[config.mk]
export PLATFORM = sky130hd
export DESIGN_NAME = umi_arbiter
export DESIGN_NICKNAME = d
export VERILOG_FILES = /design/src/rtl/umi_pkg.sv /design/src/rtl/umi_arb_pick.sv /design/src/rtl/umi_arbiter.sv
export SDC_FILE = /design/constraint.sdc
export NUM_CORES = 1
export LEC_CHECK = 0
export CORE_MARGIN = 2
export CORE_UTILIZATION = 46
export DETAILED_ROUTE_END_ITERATION = 7
export PLACE_DENSITY = 0.72
export REMOVE_ABC_BUFFERS = 1
export SYNTH_ARGS = -nofsm -noshare
export SYNTH_HDL_FRONTEND = slang
export SYNTH_HIERARCHICAL = 1
export SYNTH_SLANG_ARGS = --single-unit
[constraint.sdc]
create_clock -name clk -period 2.98 [get_ports clk]
set_input_delay 0.596 -clock clk [delete_from_list [all_inputs] [get_ports clk]]
set_output_delay 0.596 -clock clk [all_outputs]
set_load 0.01 [all_outputs]
[src/rtl/umi_pkg.sv]
// -----------------------------------------------------------------------------
// umi_pkg
// Shared definitions for the UMI arbiter: mode encodings, lock FSM states and
// a helper that resolves the mode input to "round-robin or not".
// -----------------------------------------------------------------------------
package umi_pkg;

    // Arbitration mode encodings (2'b10 is reserved and behaves as fixed)
    localparam logic [1:0] UMI_ARB_FIXED = 2'b00;
    localparam logic [1:0] UMI_ARB_RR    = 2'b01;
    localparam logic [1:0] UMI_ARB_RSVD  = 2'b10;
    localparam logic [1:0] UMI_ARB_PARAM = 2'b11;

    // Grant lock states
    typedef enum logic {
        ARB_IDLE = 1'b0,
        ARB_HOLD = 1'b1
    } umi_arb_state_e;

    // Resolve the mode input; PARAM defers to the elaboration-time default
    function automatic logic umi_arb_is_rr(input logic [1:0] mode,
                                           input logic       param_rr);
        logic rr;
        rr = 1'b0;
        case (mode)
            UMI_ARB_RR:    rr = 1'b1;
            UMI_ARB_PARAM: rr = param_rr;
            default:       rr = 1'b0;
        endcase
        return rr;
    endfunction

endpackage

[src/rtl/umi_arb_pick.sv]
// -----------------------------------------------------------------------------
// umi_arb_pick
// Combinational lowest-index one-hot picker.
// Ports:
//   i_req   [N-1:0]  request vector
//   o_grant [N-1:0]  one-hot of the lowest set bit of i_req (zero if none)
// -----------------------------------------------------------------------------
module umi_arb_pick #(
    parameter int unsigned N = 4
) (
    input  logic [N-1:0] i_req,
    output logic [N-1:0] o_grant
);

    // x & -x isolates the lowest set bit
    always_comb begin
        o_grant = i_req & (~i_req + N'(1));
    end

endmodule

[src/rtl/umi_arbiter.sv]
// -----------------------------------------------------------------------------
// umi_arbiter
// Turns N raw requester valids into a strictly one-hot grant for the UMI
// one-hot mux, returns downstream ready only to the granted requester, and
// locks the grant while the output is stalled.
// Ports:
//   clk, reset             clock, asynchronous active-high reset
//   mode [1:0]             00 fixed, 01 round-robin, 10 fixed, 11 ROUNDROBIN
//   mask [N-1:0]           1 = requester never newly granted
//   umi_in_valid [N-1:0]   raw requester valids
//   umi_in_ready [N-1:0]   ready back to the granted requester only
//   umi_grant_valid [N-1:0] one-hot (or zero) grant
//   umi_out_valid          OR of the grant
//   umi_out_ready          downstream ready
// -----------------------------------------------------------------------------
module umi_arbiter
    import umi_pkg::*;
#(
    parameter int unsigned N          = 4,
    parameter bit          ROUNDROBIN = 1'b1
) (
    input  logic         clk,
    input  logic         reset,
    input  logic [1:0]   mode,
    input  logic [N-1:0] mask,
    input  logic [N-1:0] umi_in_valid,
    output logic [N-1:0] umi_in_ready,
    output logic [N-1:0] umi_grant_valid,
    output logic         umi_out_valid,
    input  logic         umi_out_ready
);

    umi_arb_state_e r_state;
    logic [N-1:0]   r_held;
    logic [N-1:0]   r_rr_mask;

    logic [N-1:0]   w_req;
    logic [N-1:0]   w_req_rr;
    logic [N-1:0]   w_pick_rr;
    logic [N-1:0]   w_pick_all;
    logic [N-1:0]   w_fresh;
    logic [N-1:0]   w_grant;
    logic [N-1:0]   w_rr_next;
    logic           w_rr_mode;
    logic           w_hold_live;
    logic           w_transfer;

    // Eligible requests and the subset still ahead of the round-robin pointer
    always_comb begin
        w_req    = umi_in_valid & ~mask;
        w_req_rr = w_req & r_rr_mask;
    end

    umi_arb_pick #(.N(N)) u_pick_rr (
        .i_req   (w_req_rr),
        .o_grant (w_pick_rr)
    );

    umi_arb_pick #(.N(N)) u_pick_all (
        .i_req   (w_req),
        .o_grant (w_pick_all)
    );

    // Fresh pick: round-robin falls back to the unmasked set when nothing
    // remains above the last winner
    always_comb begin
        w_rr_mode = umi_arb_is_rr(mode, ROUNDROBIN);
        w_fresh   = (w_rr_mode && (|w_req_rr)) ? w_pick_rr : w_pick_all;
    end

    // A hold survives mask and mode changes; it only breaks if the held
    // requester itself drops valid, in which case this cycle re-arbitrates
    always_comb begin
        w_hold_live = (r_state == ARB_HOLD) && (|(r_held & umi_in_valid));
        w_grant     = w_hold_live ? r_held : w_fresh;
    end

    // Outputs are forced low while reset is high, independent of the inputs
    always_comb begin
        umi_grant_valid = reset ? '0 : w_grant;
        umi_out_valid   = |umi_grant_valid;
        umi_in_ready    = umi_grant_valid & {N{umi_out_ready}};
        w_transfer      = umi_out_valid & umi_out_ready;
    end

    // Bits strictly above the one-hot winner; zero when the winner is N-1
    always_comb begin
        w_rr_next = ~(w_grant | (w_grant - N'(1)));
    end

    // Lock FSM and round-robin pointer
    always_ff @(posedge clk or posedge reset) begin
        if (reset) begin
            r_state   <= ARB_IDLE;
            r_held    <= '0;
            r_rr_mask <= '1;
        end else begin
            if (w_transfer && w_rr_mode) begin
                r_rr_mask <= w_rr_next;
            end
            if (r_state == ARB_IDLE) begin
                if ((|w_grant) && !umi_out_ready) begin
                    r_state <= ARB_HOLD;
                    r_held  <= w_grant;
                end
            end else begin
                if (!w_hold_live || umi_out_ready) begin
                    r_state <= ARB_IDLE;
                    r_held  <= '0;
                end
            end
        end
    end

endmodule

## After elaboration in Yosys (flattened, before gate mapping)

Index checks and enable logic that the tools add are counted.

- Add/sub/neg operators: 3
- Multiply operators: 0
- Div/mod/pow operators: 0
- Order comparisons: 0
- Equal/unequal tests: 3
- Shift operators: 0
- Multiplexer cells: 10
- Bitwise logic cells: 12
- Reduce and logical (&&, ||, !) cells: 14

Operators with widths:

| cell | count |
|---|---|
| bitwise AND 4 bit | 6 |
| two-way mux 4 bit | 6 |
| inverter 4 bit | 4 |
| OR reduction 4 bit | 4 |
| adder 4 x 1 -> 4 bit, second input constant | 2 |
| logical AND 1 bit | 4 |
| two-way mux 1 bit | 4 |
| bitwise OR 4 bit | 1 |
| subtractor 4 x 1 -> 4 bit, second input constant | 1 |
| == test 2 x 1 -> 1 bit, second input constant | 1 |
| == test 2 bit, second input constant | 1 |
| zero test 1 bit | 2 |
| != test 2 x 1 -> 1 bit, second input constant | 1 |
| AND reduction 2 bit | 1 |
| nonzero test 2 bit | 1 |
| OR reduction 2 bit | 1 |
| bitwise AND 1 bit | 1 |
| logical OR 1 bit | 1 |

- Register bits after elaboration: 9
- Latch bits: 0
- RAM bits: 0
- Bits in read-only memories: 0
- Input port bits: 13
- Output and inout port bits: 9
- Memories: 0

## Depth between registers and ports, before layout

Gate-level depths: netlist of the first run.

- Depth after elaboration: 12
- Mapped depth: 7
- Gate-level depth less buffers: 7

## Hierarchy

Netlist of the first run, hierarchy kept.

Modules (own cells, without submodules):

| module | instances | cells an instance | area each (um2) | seq. area each (um2) |
|---|---|---|---|---|
| umi_arbiter | 1 | 84 | 775.7 | 230.2 |
| umi_arb_pick | 2 | 4 | 36.3 | 0.0 |

## Least setup slack after synthesis of the first run

OpenSTA, ideal clock, no wires.

- Path kind: input to output
- From: input mask[1]
- To: output umi_out_valid
- Arrival: 2.213 ns
- Data required time: 2.384 ns
- Slack: 0.171 ns
- Stages: 6
- Cells stage by stage: and3b_4 o41ai_4 mux2_4 mux2i_4 nor2_1 nor2_1

- Longest elaborated chain between the ends: 10

Ends and longest elaborated chain:

| item | RTL line | RTL |
|---|---|---|
| start: declaration | umi_arbiter.sv:25 | `input logic [N-1:0] mask,` |
| inverter 4 bit (*) | umi_arbiter.sv:50 | `w_req = umi_in_valid & ~mask;` |
| bitwise AND 4 bit (*) | umi_arbiter.sv:50 |  |
| bitwise AND 4 bit | umi_arbiter.sv:51 | `w_req_rr = w_req & r_rr_mask;` |
| inverter 4 bit | umi_arb_pick.sv:17 | `o_grant = i_req & (~i_req + N'(1));` |
| adder 4 x 1 -> 4 bit | umi_arb_pick.sv:17 |  |
| bitwise AND 4 bit | umi_arb_pick.sv:17 |  |
| two-way mux 4 bit (*) | umi_arbiter.sv:68 | `w_fresh = (w_rr_mode && (\|w_req_rr)) ? w_pick_rr : w_pick_all;` |
| two-way mux 4 bit (*) | umi_arbiter.sv:75 | `w_grant = w_hold_live ? r_held : w_fresh;` |
| two-way mux 4 bit (*) | umi_arbiter.sv:80 | `umi_grant_valid = reset ? '0 : w_grant;` |
| OR reduction 4 bit (*) | umi_arbiter.sv:81 | `umi_out_valid = \|umi_grant_valid;` |
| end: declaration | umi_arbiter.sv:29 | `output logic umi_out_valid,` |

Every way passes the cells marked *; elsewhere a longest branch is shown, timed or not.

## Final worst setup path of the first run

- From: input umi_in_valid[2]
- To: output umi_out_valid

- Longest elaborated chain between the ends: 9

Ends and longest elaborated chain:

| item | RTL line | RTL |
|---|---|---|
| start: declaration | umi_arbiter.sv:26 | `input logic [N-1:0] umi_in_valid,` |
| bitwise AND 4 bit (*) | umi_arbiter.sv:50 |  |
| bitwise AND 4 bit (*) | umi_arbiter.sv:51 |  |
| net w_req_rr[2] | umi_arbiter.sv:38 | `logic [N-1:0] w_req_rr;` |
| inverter 4 bit | umi_arb_pick.sv:17 |  |
| adder 4 x 1 -> 4 bit | umi_arb_pick.sv:17 |  |
| bitwise AND 4 bit | umi_arb_pick.sv:17 |  |
| two-way mux 4 bit (*) | umi_arbiter.sv:68 |  |
| two-way mux 4 bit (*) | umi_arbiter.sv:75 |  |
| two-way mux 4 bit (*) | umi_arbiter.sv:80 |  |
| OR reduction 4 bit (*) | umi_arbiter.sv:81 |  |

The timed path passes the listed nets; every way through them passes the cells marked *.

==> impl_metrics.ini, run 1 <==
[status]
outcome = complete, no violations

[cts]
root_buffer = clkbuf_4
cts_sinks = 9
ctsHtreeMaxLevel = 1
cts_tree = built
cts_buffers = 3
clock_path_buffers = 2
cts_hold_buf = 0
clk_pin_slew_ps = 60
worstSkewPairLatency_ps = 260

[drt]
via_count = 978
drtIter0Drc = 32
final_antenna_net_count = 0
first_pass_iters = 4
drcViolationCount = 0
vias_per_cell = 5.59
wire_per_inst_um = 16.4
drt-total-wl_um = 2880

[hold_path]
hp-class = reg -> reg

[pwr]
pwr-share-seq_pct = 31.6
vdd_ir_drop_max_mv = 0.455
internal_power_uw = 407
combPwrFrac_pct = 54.3
switching_power_uw = 263
p_leak_nw = 0.683
pwr_density_cell_nw_per_um2 = 485
p_clk_share_pct = 14.1
sw_frac_of_total_pct = 39.3
totalPowerFinal_uw = 670

[floorplan]
start_util_pct = 49.1
die_w_um = 46.9
design.core.area_um2 = 1730
die_h_um = 46.9
die-area_um2 = 2200
ios = 22
fp-row-count = 15

[synthesis]
synthCells = 92
synth_cell_types = 41
synthArstFlopShare_pct = 100
synth-edff-count = 0
synth_area_um2 = 848
ys_seq_area_share_pct = 27.1
ys.flop_type = dfrtp_1
postSynthAreaPerCell_um2 = 9.22
synth_seq_cells = 9
yosys_warnings = 6

[sta]
tightest_slew_ps = 508
layout_setup_ws_ps = 68.4
fin_skew_ps = 1.32
hold_viol = 0
setup_viol = 0
min_period_over_period_pct = 97.7
max_freq_mhz = 343
slew_viol_final = 0
fin_crit_ps = 2910
hold_ws_ps = 461
setup_tns_ps = 0
slew_headroom_pct = 66.1

[setup_path]
arrival_ps = 2320
reg2reg_from = r_rr_mask[2]$_DFFE_PP1P_
required_ps = 2380
crit_fanout = 3
crit_path_end_kind = primary output
path_class = in -> out
ff2ff_setup_slack_ps = 550
critPathLaunchType = input pin
reg2reg_to = r_held[2]$_DFFE_PP0P_
r2r_cells = 10
crit_start = umi_in_valid[2]
cp-endpoint = umi_out_valid

[global_routing]
grt_antenna_before_repair = 0
grt_max_degree = 12
grt_pass1_wl_um = 4110
grtUsageTotal_pct = 26.4
grt_pass1_vias = 939
overflow = 0

[cells_and_area]
area_growth_pct = 62.8
antenna_cells = 0
final_nets = 164
drive_above_1_share_pct = 52.0
fin_util_pct = 80.0

[placed_design]
dp_slack_ps = -660
portBuffers = 20
routabilityCongestion = 0.878
hpwl_um = 1960

[flow_run]
maxCapViolations = 0
## cells in the mapped netlist, types with 2 or more instances
library cell / n / share of area [%]
nand2_1: 7 / 3.1
mux2i_1: 4 / 4.7
dfstp_2: 4 / 12
o21ai_0: 3 / 1.8
nor2b_1: 4 / 2.9
dfrtp_1: 5 / 15
a21oi_1: 2 / 1.2
and3b_1: 2 / 2.1
nor3b_1: 3 / 2.7
nor4b_2: 2 / 3.5
nor3_1: 2 / 1.2
inv_1: 3 / 1.3
a22o_1: 2 / 2.1
mux2_2: 3 / 4.0
buf_4: 2 / 1.8
nor2_1: 18 / 8.0
nand3_1: 2 / 1.2
## flip-flops by register name (all words and copies together), names as in the netlist
register,cells
r_held,4
r_rr_mask,4
r_state,1
## layout make-up
class,instances,area [um2]
multi-input combinational,77,636
timing repair buffer,57,447
fill,117,345
sequential,9,230
tap,25,31.3
clock buffer,4,26.3
inverter,3,11.3
## timing repair
item / 4_1_cts / 5_1_grt
cloned: 0 / 0
endpoints found under the setup margin: 9 / 9
gates resized for setup: 61 / 10
setup buffers: 9 / 6
pin swaps: 5 / 5
## through the flow
step | cell area (um2) | cells
detailed placement | 1240 | 157
global placement | 1240 | 157
global route | 1380 | 175
CTS | 1340 | 170
floorplan | 828 | 89
finish | 1380 | 175
## power by group through the flow
stage               Clock, mW  Sequential (mW)  Combinational (mW)
floorplan                   0            0.190               0.189
global placement            0            0.204               0.310
detailed placement          0            0.205               0.316
CTS                    0.0968            0.205               0.344
global route            0.101            0.213               0.387
finish                 0.0943            0.212               0.364
## logic make-up after synthesis
kind of cell / after synthesis / synth area share, %
mux: 10 / 14.7
simple gates: 48 / 33.0
flops: 9 / 27.1
compound gates: 19 / 21.4
buf+inv: 6 / 3.69
## cells in the final DEF, fill, tap and decap left out, drive strengths merged, types with 3 or more instances in the layout
cell type	n
o21ai	3
nor2	18
nor2b	4
nand2	7
buf	46
dfstp	4
mux2i	6
dfrtp	5
and3b	4
mux2	4
inv	3
clkbuf	8
nor3b	3
clkdlybuf4s50	3
## worst max-delay path: stages
cell	delay (ps)
buf_6	90
and3b_2	220
o41ai_4	370
buf_4	180
buf_6	90
mux2_4	300
mux2i_4	160
nor2_2	60
nor2_1	100
buf_2	140
## worst min path at each step
| stage | end | depth (start not counted) | from |
|---|---|---|---|
| 2_1_floorplan | r_held[0]$_DFFE_PP0P_ | 1 | reset |
| 5_1_grt | r_rr_mask[0]$_DFFE_PP1P_ | 1 | r_rr_mask[0]$_DFFE_PP1P_ |
| 6_report | r_rr_mask[0]$_DFFE_PP1P_ | 1 | r_rr_mask[0]$_DFFE_PP1P_ |
| 3_5_place_dp | r_rr_mask[0]$_DFFE_PP1P_ | 1 | r_rr_mask[0]$_DFFE_PP1P_ |
| 4_1_cts | r_rr_mask[0]$_DFFE_PP1P_ | 1 | r_rr_mask[0]$_DFFE_PP1P_ |
| 3_3_place_gp | r_rr_mask[0]$_DFFE_PP1P_ | 1 | r_rr_mask[0]$_DFFE_PP1P_ |
## routing by layer
metal	track usage, %	up-vias	share of wire (%)	wire length (um)
li1	-	459	-	-
met1	33.8	481	40	1160
met2	45.2	31	53	1520
met3	2.69	7	4.9	140
met4	11.1	0	1.8	53
met5	0	-	0	0
No activity file was read; power rests on OpenSTA's default activity.
==> run 2: changes to the inputs <==
--- a/config.mk
+++ b/config.mk
@@ -9,6 +9,7 @@
 export CORE_UTILIZATION = 46
 export DETAILED_ROUTE_END_ITERATION = 7
 export PLACE_DENSITY = 0.72
+export RECOVER_POWER = 25
 export REMOVE_ABC_BUFFERS = 1
 export SYNTH_ARGS = -nofsm -noshare
 export SYNTH_HDL_FRONTEND = slang
==> run 2 against run 1 <==
Sequential cell count stayed put. Clock power hardly changed. Sequential power hardly changed. Die area stayed put. Final area is 0.27% lower. Clock-buffer cell count stayed put. Combinational power hardly changed. Cell count stayed put. Total power is 0.20% lower. Sequential share of layout area hardly changed. Via count is 0.41% lower. Critical endpoint unchanged. Largest power group unchanged.
==> impl_metrics.ini, run 2 (synthesis results as in run 1) <==
[setup_path]
critPathLaunchType = input pin
crit_path_end_kind = primary output
path_class = in -> out
required_ps = 2380
cp_common_cell = buf_6
ff2ff_setup_slack_ps = 540
worstPathCellList = buf_6, and3b_2, o41ai_4, buf_4, buf_6, mux2_4, mux2i_4, nor2_2, nor2_1, buf_2
critPathTopFamily = buffers and inverters
critPathMaxStageDelay_ps = 370
cp.buffers_inverters = 4
crit_fanout = 3
arrival_ps = 2310
cp_slowest_cell = o41ai_4

[floorplan]
design.core.area_um2 = 1730
die_h_um = 46.9
die_w_um = 46.9
die-area_um2 = 2200
fp-row-count = 15
ios = 22
start_util_pct = 49.1

[drt]
first_pass_iters = 5
drcViolationCount = 0
drtIter0Drc = 35
final_antenna_net_count = 0
wire_per_inst_um = 16.4
drt-total-wl_um = 2870
via_count = 974
vias_per_cell = 5.57

[sta]
tightest_slew_ps = 563
slew_viol_final = 0
setup_viol = 0
slew_headroom_pct = 62.5
min_period_over_period_pct = 97.6
fin_skew_ps = 1.02
max_freq_mhz = 344
fin_crit_ps = 2910
hold_viol = 0
hold_ws_ps = 461
layout_setup_ws_ps = 70.4

[cts]
worstSkewPairLatency_ps = 260
clock_path_buffers = 2
root_buffer = clkbuf_4
cts_buffers = 3
cts_tree = built
cts_sinks = 9
clk_pin_slew_ps = 60
ctsHtreeMaxLevel = 1

[global_routing]
overflow = 0
grt_pass1_wl_um = 4110
grtUsageTotal_pct = 26.4
grt_antenna_before_repair = 0
grt_max_degree = 12
grt_pass1_vias = 939

[placed_design]
routabilityCongestion = 0.878
hpwl_um = 1960
dp_slack_ps = -660
portBuffers = 20

[flow_run]
maxCapViolations = 0

[cells_and_area]
final_nets = 164
layout_commonest_cell = buf_4
antenna_cells = 0
final_cell_mix = buf_4, nor2_1, buf_2
reg.largest.list = r_held x4, r_rr_mask x4, r_state x1
drive_above_1_share_pct = 51.3
area_growth_pct = 62.4

[pwr]
totalPowerFinal_uw = 669
p_leak_nw = 0.680
vdd_ir_drop_max_mv = 0.454
pwr_density_cell_nw_per_um2 = 485

[status]
outcome = complete, no violations

[hold_path]
hp-class = reg -> reg
-- run 2: final timing paths --
kind                                           from                        to  cells after the start
hold reg to reg            r_rr_mask[0]$_DFFE_PP1P_  r_rr_mask[0]$_DFFE_PP1P_                      1
setup reg to reg           r_rr_mask[2]$_DFFE_PP1P_     r_held[2]$_DFFE_PP0P_                     10
setup / recovery                    umi_in_valid[2]             umi_out_valid                     10
min in group asynchronous                     reset     r_held[0]$_DFFE_PP0P_                      3
hold / removal             r_rr_mask[0]$_DFFE_PP1P_  r_rr_mask[0]$_DFFE_PP1P_                      1
max in group asynchronous                     reset  r_rr_mask[3]$_DFFE_PP1P_                      3
-- run 2: final cells by class --
cell class                 count  area, um2
multi-input combinational     77        636
timing repair buffer          57        443
fill                         117        349
sequential                     9        230
tap                           25       31.3
clock buffer                   4       26.3
inverter                       3       11.3
-- run 2: report_power, final --
part / internal (mW) / switching [mW] / leakage (nW)
Sequential: 0.162 / 0.0498 / 0.108
Clock: 0.0516 / 0.0424 / 0.0150
Combinational: 0.192 / 0.170 / 0.557
Total: 0.406 / 0.263 / 0.680
-- run 2: through the flow --
stage | utilization (%) | TNS [ps] | instance area (um2) | cells
detailed placement | 72.1 | -5310 | 1240 | 157
CTS | 77.6 | 0 | 1340 | 170
finish | 79.8 | 0 | 1380 | 175
floorplan | - | 0 | 828 | 89
global placement | 72.1 | -5070 | 1240 | 157
global route | 79.8 | -2.41 | 1380 | 175
-- run 2: timing repair --
item | CTS | global route
pin swaps | 5 | 5
endpoints found under the setup margin | 9 | 9
gates resized for setup | 61 | 10
gates cloned | 0 | 0
hold buffers | 0 | 0
setup buffers | 9 | 6
-- run 2: metal layers --
layer / global-route usage [%] / wire length [um] / share of wire [%]
met1: 33.8 / 1170 / 41
met2: 45.2 / 1520 / 53
met3: 2.69 / 129 / 4.5
met4: 11.1 / 50 / 1.7
met5: 0 / 0 / 0
==> run 3: changes to the inputs <==
--- a/config.mk
+++ b/config.mk
@@ -5,8 +5,8 @@
 export SDC_FILE = /design/constraint.sdc
 export NUM_CORES = 1
 export LEC_CHECK = 0
-export CORE_MARGIN = 2
 export CORE_UTILIZATION = 46
+export CTS_CLUSTER_SIZE = 24
 export DETAILED_ROUTE_END_ITERATION = 7
 export PLACE_DENSITY = 0.72
 export RECOVER_POWER = 25
==> run 3 against run 2 <==
The run now ends with setup timing left. Sequential power fell by 3%. Total power is 3.8% higher. Cell count unchanged. First-iteration DRC count down 51%. Largest cell class unchanged. Largest power group unchanged.
==> impl_metrics.ini, run 3 (synthesis results as in run 1) <==
[setup_path]
critPathLaunchType = input pin
crit_fanout = 5
cp_slowest_cell = o41ai_4
reg2reg_from = r_rr_mask[0]$_DFFE_PP1P_
cp_common_cell = buf_4
crit_start = umi_in_valid[0]
worstPathCellList = buf_8, and3b_2, o41ai_4, buf_4, buf_6, mux2_4, mux2i_2, buf_4, nor2_2, buf_2
crit_path_end_kind = primary output
cp.buffers_inverters = 5
path_class = in -> out
critPathTopFamily = buffers and inverters
arrival_ps = 2400
required_ps = 2380
critPathMaxStageDelay_ps = 370

[pwr]
sw_frac_of_total_pct = 38.1
totalPowerFinal_uw = 694
internal_power_uw = 430
pwr_density_cell_nw_per_um2 = 497
switching_power_uw = 265
p_leak_nw = 0.684
vdd_ir_drop_max_mv = 0.390
p_clk_share_pct = 13.1
combPwrFrac_pct = 57.4
pwr-share-seq_pct = 29.6

[placed_design]
hpwl_um = 2040
portBuffers = 20
dp_slack_ps = -657
routabilityCongestion = 0.864
dpl_cell_area_um2 = 1270

[cells_and_area]
final_area_um2 = 1400
drive_above_1_share_pct = 54.7
antenna_cells = 0
final_cell_mix = buf_4, nor2_1, buf_2
fillCellCount = 119
area_growth_pct = 64.6
reg.largest.list = r_held x4, r_rr_mask x4, r_state x1
final_nets = 164
layout_commonest_cell = buf_4

[sta]
max_freq_mhz = 334
setup_tns_ps = -25.6
hold_viol = 0
fin_crit_ps = 3000
tightest_slew_ps = 422
layout_setup_ws_ps = -16.7
fin_skew_ps = 0.856
slew_viol_final = 0
rsz0062_at_grt = true
slew_headroom_pct = 71.7
setup_viol = 2
min_period_over_period_pct = 101

[floorplan]
start_util_pct = 49.1
die_h_um = 44.9
die_w_um = 44.9
fp-row-count = 15
ios = 22
die-area_um2 = 2020
design.core.area_um2 = 1730

[global_routing]
overflow = 0
grt_antenna_before_repair = 0
grt_max_degree = 12
grtUsageTotal_pct = 30.5
grt_pass1_wl_um = 4280
grt_pass1_vias = 919

[cts]
root_buffer = clkbuf_4
clk_pin_slew_ps = 60
cts_sinks = 9
worstSkewPairLatency_ps = 250
clock_path_buffers = 2
ctsHtreeMaxLevel = 1
cts_tree = built
cts_buffers = 3

[drt]
drtIter0Drc = 17
final_antenna_net_count = 0
first_pass_iters = 4
wire_per_inst_um = 16.4
vias_per_cell = 5.50
via_count = 962
drcViolationCount = 0
drt-total-wl_um = 2870

[hold_path]
hold_start = r_rr_mask[0]$_DFFE_PP1P_
hp-class = reg -> reg

[status]
violations = setup timing
outcome = complete, but fails checks

[flow_run]
maxCapViolations = 0
## run 3: worst register-to-register path: cells and delay by family, from the launching register on
kind,cells,cell delay [ps]
flops,1,370
compound gates,4,1050
simple gates,2,260
buf+inv,3,560
## run 3: timing repair
| action | in CTS | in global routing |
|---|---|---|
| buffers inserted | 7 | 3 |
| pin swaps | 7 | 4 |
| hold buffers | 0 | 0 |
| endpoints found under the setup margin | 9 | 9 |
| resized for setup | 59 | 18 |
## run 3: power groups by stage
stage	Combinational, mW	Sequential, mW	Clock [mW]
after floorplan	0.189	0.190	0
after detailed placement	0.342	0.201	0
after global placement	0.333	0.201	0
after CTS	0.373	0.202	0.0950
final	0.398	0.205	0.0908
after global routing	0.427	0.208	0.103
## run 3: per-stage QoR
step / cells / util (%) / hold slack, ps
after floorplan: 89 / - / 438
after global placement: 161 / 73.8 / 446
after detailed placement: 161 / 73.8 / 450
after CTS: 172 / 78.6 / 458
after global routing: 175 / 80.9 / 479
final: 175 / 80.9 / 457
## run 3: path summary, 6_finish.rpt
| kind | slack, ps | cells after the start | endpoint |
|---|---|---|---|
| min in group asynchronous | 830 | 3 | r_state$_DFF_PP0_ |
| worst min register to register | 460 | 1 | r_rr_mask[0]$_DFFE_PP1P_ |
| worst min-delay path | 460 | 1 | r_rr_mask[0]$_DFFE_PP1P_ |
| max in group asynchronous | 1930 | 3 | r_rr_mask[2]$_DFFE_PP1P_ |
| worst max-delay path | -20 | 10 | umi_grant_valid[3] |
| worst max register to register | 640 | 9 | r_held[1]$_DFFE_PP0P_ |
## run 3: area by class of cell
cell class | count | area [um2] | share of cell area (%)
inverters | 3 | 11.3 | 0.806
clock buffers | 4 | 26.3 | 1.88
well taps | 25 | 31.3 | 2.24
flip-flops and latches | 9 | 230 | 16.5
multi-input cells | 77 | 649 | 46.5
repair buffers | 57 | 448 | 32.1
## run 3: metal layers
| layer | wire, um | GRT usage [%] | up-vias |
|---|---|---|---|
| li1 | - | - | 460 |
| met1 | 1210 | 35.8 | 462 |
| met2 | 1460 | 50.4 | 32 |
| met3 | 126 | 6.80 | 8 |
| met4 | 70 | 18.2 | 0 |
| met5 | 0 | 0 | - |
